==> src/rtl/fifo_wr_arbiter.sv <==
// rtl/fifo_wr_arbiter.sv - round-robin burst write arbiter in front of a sync FIFO write port
module fifo_wr_arbiter #(
    parameter int NREQ  = 4,
    parameter int WIDTH = 8,
    parameter int BURST = 4,
    localparam int IDW  = $clog2(NREQ)
) (
    input  logic                  wclk,
    input  logic                  rst_n,
    input  logic [NREQ-1:0]       req_valid,
    input  logic [NREQ*WIDTH-1:0] req_data,
    output logic [NREQ-1:0]       req_ready,
    input  logic                  fifo_wfull,
    output logic                  fifo_winc,
    output logic [WIDTH-1:0]      fifo_wdata,
    output logic [IDW-1:0]        grant_id,
    output logic                  busy
);
    localparam int BCW = $clog2(BURST + 1);

    typedef enum logic {IDLE, BUSY} state_t;

    state_t         state, state_nxt;
    logic [IDW-1:0] owner, owner_nxt;
    logic [IDW-1:0] ptr, ptr_nxt;
    logic [BCW-1:0] beat_cnt, beat_nxt;

    logic [IDW-1:0]   winner;
    logic [IDW-1:0]   idx;
    logic             any_valid;
    logic             own_valid;
    logic             is_busy;
    logic             xfer;
    logic [WIDTH-1:0] own_data;

    // Walk from the highest offset down so the first valid after ptr wins.
    always_comb begin
        winner    = '0;
        any_valid = 1'b0;
        idx       = '0;
        for (int k = NREQ - 1; k >= 0; k--) begin
            idx = ptr + IDW'(k);
            if (req_valid[idx]) begin
                winner    = idx;
                any_valid = 1'b1;
            end
        end
    end

    always_comb begin
        own_data  = '0;
        own_valid = 1'b0;
        for (int i = 0; i < NREQ; i++) begin
            if (owner == IDW'(i)) begin
                own_data  = req_data[i*WIDTH +: WIDTH];
                own_valid = req_valid[i];
            end
        end
    end

    assign is_busy = (state == BUSY);
    assign xfer    = is_busy & own_valid & ~fifo_wfull;

    always_comb begin
        req_ready = '0;
        if (is_busy) begin
            req_ready[owner] = ~fifo_wfull;
        end
    end

    assign fifo_winc  = xfer;
    assign fifo_wdata = is_busy ? own_data : '0;
    assign grant_id   = owner;
    assign busy       = is_busy;

    always_comb begin
        state_nxt = state;
        owner_nxt = owner;
        ptr_nxt   = ptr;
        beat_nxt  = beat_cnt;
        case (state)
            IDLE: begin
                if (any_valid) begin
                    state_nxt = BUSY;
                    owner_nxt = winner;
                    beat_nxt  = '0;
                end
            end
            BUSY: begin
                if (!own_valid || (xfer && beat_cnt == BCW'(BURST - 1))) begin
                    state_nxt = IDLE;
                    ptr_nxt   = owner + 1'b1;
                    beat_nxt  = '0;
                end else if (xfer) begin
                    beat_nxt = beat_cnt + 1'b1;
                end
            end
            default: state_nxt = IDLE;
        endcase
    end

    always_ff @(posedge wclk or negedge rst_n) begin
        if (!rst_n) begin
            state    <= IDLE;
            owner    <= '0;
            ptr      <= '0;
            beat_cnt <= '0;
        end else begin
            state    <= state_nxt;
            owner    <= owner_nxt;
            ptr      <= ptr_nxt;
            beat_cnt <= beat_nxt;
        end
    end
endmodule

==> config.mk <==
export PLATFORM = sky130hd
export DESIGN_NAME = fifo_wr_arbiter
export DESIGN_NICKNAME = d
export VERILOG_FILES = /design/src/rtl/fifo_wr_arbiter.sv
export SDC_FILE = /design/constraint.sdc
export NUM_CORES = 1
export LEC_CHECK = 0
export CAP_MARGIN = 20
export CORE_ASPECT_RATIO = 1.4
export CORE_MARGIN = 3
export CORE_UTILIZATION = 39
export DETAILED_ROUTE_END_ITERATION = 12
export PLACE_DENSITY = 0.89
export SLEW_MARGIN = 10
export SYNTH_ARGS = -nofsm -noshare
export SYNTH_HDL_FRONTEND = slang
export SYNTH_SLANG_ARGS = --single-unit
==> constraint.sdc <==
create_clock -name wclk -period 5.3 [get_ports wclk]
set_clock_uncertainty 0.2 [all_clocks]
set_input_delay 1.59 -clock wclk [delete_from_list [all_inputs] [get_ports wclk]]
set_output_delay 1.59 -clock wclk [all_outputs]
set_load 0.02 [all_outputs]
# Yosys cells after proc, flatten, opt, wreduce, memory -nomap -nowiden
# Cells that the tools add are included.
# W data, S select, Z words.
# word_totals
regBits,8
in_bits,39
out_inout_bits,16
wordCells,69
# classes
addsub,5
magnitude_cmp,6
eq_ne,6
muxes,35
bitwise,5
reduce_logical,8
# op_table
op,n
$mux W8,5
$lt A2 B3 Y1 const B,5
$mux W1,15
$mux W3,3
$bmux W1 S2,4
$mux W2,4
$pmux W3 S2,1
$reduce_and A2 Y1,3
$add A2 B1 Y2 const B,2
$add A2 B2 Y2 const B,2
$and A4 B4 Y4,1
$eq A2 B2 Y1 const B,2
$mux W4,1
$add A3 B1 Y3 const B,1
$eq A3 B2 Y1 const B,1
$ne A3 B1 Y1 const B,1
$and A1 B1 Y1,2
$demux W1 S2,1
$eq A2 B1 Y1 const B,1
$ge A2 B1 Y1 const B,1
$logic_and A1 B1 Y1,2
$logic_not A2 Y1,1
$ne A2 B2 Y1 const B,1
$not A1 Y1,2
other kinds (3),3

# Longest topological paths before layout
# logic_depth
depth_word,11
mapped_depth,7
mapped_depth_nobuf,6

# Worst setup path before layout
# OpenSTA, ideal clock, no wires.
# synth_path
path_kind,input to output
start,input port req_valid[2]
end,output port fifo_winc
arrival_time_ns,2.365
required_ns,3.510
slack_ns,1.145
path_stages,4
n_path_buf,0
cell_sequence,nand2b_1 -> mux2i_1 -> or2_2 -> nor2_1
# synth_via
elab_chain_cells,4
# synth_lines
item,line,source
"start, declared",10,"input logic [NREQ-1:0] req_valid,"
$mux W1 (2 in series),54,if (owner == IDW'(i)) begin
$and A1 B1 Y1 (2 in series),62,assign xfer = is_busy & own_valid & ~fifo_wfull;
"end, declared",14,"output logic fifo_winc,"
# Every way passes these cells.

# Final worst setup path
# layout_path
start,input port req_valid[3]
end,output port fifo_winc
# layout_via
elab_chain_cells,3
# layout_lines
item,line
$mux W1,54
$and A1 B1 Y1 (2 in series),62
# Every way passes these cells.

==> impl_metrics.env <==
export IMPL_grt_pass1_vias=1012
export IMPL_rows=19
export IMPL_path_class="in -> out"
export IMPL_dieArea_mm2=0.00277
export IMPL_port_buffers=54
export IMPL_grt_first_pass_wirelength_um=4370
export IMPL_hold_class="reg -> reg"
export IMPL_fp_dieW_um=45.3
export IMPL_worst_pin_slew_ns=0.642
export IMPL_max_freq_mhz=195
export IMPL_clockRootBuffer="clkbuf_4"
export IMPL_multiInputGateArea_um2=581
export IMPL_report_final_slew_viol_count=0
export IMPL_final_cells=178
export IMPL_rsz0062_at_grt="false"
export IMPL_yosys_top_cells_area="dfrtp_1, ha_1, a22o_1"
export IMPL_relSlewSlack_pct=57.1
export IMPL_grt_max_degree=21
export IMPL_synth_top_cell_area_share_pct=23.7
export IMPL_drt_initial_drc_count=32
export IMPL_clock_latency_ns=0.27
export IMPL_ios=55
export IMPL_cts_buffer_depth=2
export IMPL_postSynthNetCount=148
export IMPL_required_ns=3.51
export IMPL_drive_gt1_share_pct=7.64
export IMPL_cts_tree="yes"
export IMPL_critPathMaxFanout=5
export IMPL_cts_made_buffers=3
export IMPL_grt_usage_pct=21.4
export IMPL_synthesis_area_um2=845
export IMPL_setup_viol=0
export IMPL_cts_resized=0
export IMPL_place_congestion=0.833
export IMPL_drc=0
export IMPL_tns_ns=0
export IMPL_cts_hold_buf=0
export IMPL_postSynthAreaPerCell_um2=8.20
export IMPL_outcome="completed"
export IMPL_netlist_instances=103
export IMPL_vdd_drop_max_uv=357
export IMPL_period_needed_ns=5.13
export IMPL_synth_largest_area_cell="dfrtp_1"
export IMPL_clock_sinks=8
export IMPL_hold_violations=0
export IMPL_leakage_nw=0.594
export IMPL_grt_overflow=0
export IMPL_post_cts_repair_setup_buffers=0
export IMPL_end_kind="output port"
export IMPL_cts_htree_levels=1
export IMPL_wl_per_cell_um=16.2
export IMPL_syn_to_final_growth_pct=68.4
export IMPL_synth_cell_type_count=32
export IMPL_ys_seq_area_share_pct=23.7
export IMPL_die_height_um=61.1
export IMPL_antenna_found_initial=0
export IMPL_final_common_cell="clkdlybuf4s50_1"
export IMPL_ys_warn_count=0
export IMPL_ys_ff_latch=8
export IMPL_regArea_um2=200
export IMPL_period_share_pct=96.8
export IMPL_worst_ep_arrival_time_ns=3.34
export IMPL_routed_via_density=5.94
export IMPL_worstSetupStartpointType="input pin"
export IMPL_final_nets=204
export IMPL_firstDrtPassIters=5
export IMPL_start_util_pct=41.8
export IMPL_postRouteAntennaNets=0
export IMPL_power_density_mw_per_mm2=502
export IMPL_dp_hpwl_um=2280
export IMPL_wirelength_um=2880
export IMPL_cap_violations=0
export IMPL_dpl_cell_count=175
export IMPL_vias=1058
export IMPL_clk_pin_slew_worst_paths_ns=0.06
export IMPL_core_area_mm2=0.00202
export IMPL_n_antenna_cell=0
export IMPL_fillers=157
export IMPL_final_cell_mix="clkdlybuf4s50_1, nand2_1, o21ai_0"
## through the flow
step                      utilization (%)  hold WS (ns)  instance area, um^2  total power [W]  setup WS (ns)
after floorplan                         -         0.257                  845         0.000465           1.15
after global placement               69.3         0.266                 1400         0.000638          0.219
after detailed placement             69.3         0.276                 1400         0.000661          0.179
after CTS                            70.4         0.283                 1420         0.000715          0.174
after global routing                 70.4         0.302                 1420         0.000768         0.0623
final                                70.4         0.280                 1420         0.000714          0.168
## cells in the mapped netlist (all sizes together)
cell type	n
nand2	11
o21ai	10
a22o	8
a22oi	8
dfrtp	8
inv	8
ha	6
and2	5
a21oi	4
clkbuf	4
mux2i	4
nand2b	3
nor2	3
nor2b	3
buf	2
nand3	2
o22ai	2
o31ai	2
o41ai	2
a211o	1
a221oi	1
a2bb2oi	1
and3	1
mux2	1
o2bb2ai	1
or2	1
or4	1
## worst paths after layout
kind / cells after the start / slack (ns) / from / end
min reg2reg: 1 / 0.28 / beat_cnt[0] / beat_cnt[0]
min in group asynchronous: 1 / 1.42 / rst_n / grant_id[0]
max reg2reg: 6 / 2.77 / grant_id[1] / ptr[1]
max in group asynchronous: 1 / 3.18 / rst_n / busy
max: 5 / 0.17 / req_valid[3] / fifo_winc
min: 1 / 0.28 / beat_cnt[0] / beat_cnt[0]
## power by group
part | internal (W) | total, W | leakage (nW) | switching (W)
sequential | 0.0000849 | 0.000115 | 0.100 | 0.0000305
combinational | 0.000259 | 0.000546 | 0.480 | 0.000287
clock | 0.0000262 | 0.0000521 | 0.0138 | 0.0000258
## kinds of logic after synthesis
| logic type | Yosys count | synth area share (%) |
|---|---|---|
| compound gates | 40 | 35.1 |
| simple gates | 30 | 18.7 |
| buf+inv | 14 | 7.56 |
| flops | 8 | 23.7 |
| fa+ha+maj | 6 | 8.89 |
| mux | 5 | 6.07 |
## worst max-delay path, cell delays in order
cell             delay [ns]
clkdlybuf4s50_1        0.57
mux2i_1                0.15
or2_2                  0.32
nor2_1                 0.10
clkdlybuf4s50_1        0.61
## state kept, by name, summed over array words and instances (netlist names)
name      count
beat_cnt      3
grant_id      2
ptr           2
busy          1
## metal layers
layer / share of wire [%] / up-vias / track usage, %
met3: 14 / 17 / 5.85
met5: 0 / - / 0
met2: 44 / 81 / 36.8
met4: 3.0 / 0 / 10.5
met1: 39 / 469 / 23.8
li1: - / 491 / -
## cell type report
cell class                      count  area share (%)
Inverter                            8            2.11
Clock buffer                        3            1.58
Tap cell                           21            1.85
Timing Repair Buffer               57            39.6
Multi-Input combinational cell     81            40.8
Sequential cell                     8            14.1
Power figures use the tool's default switching activity.
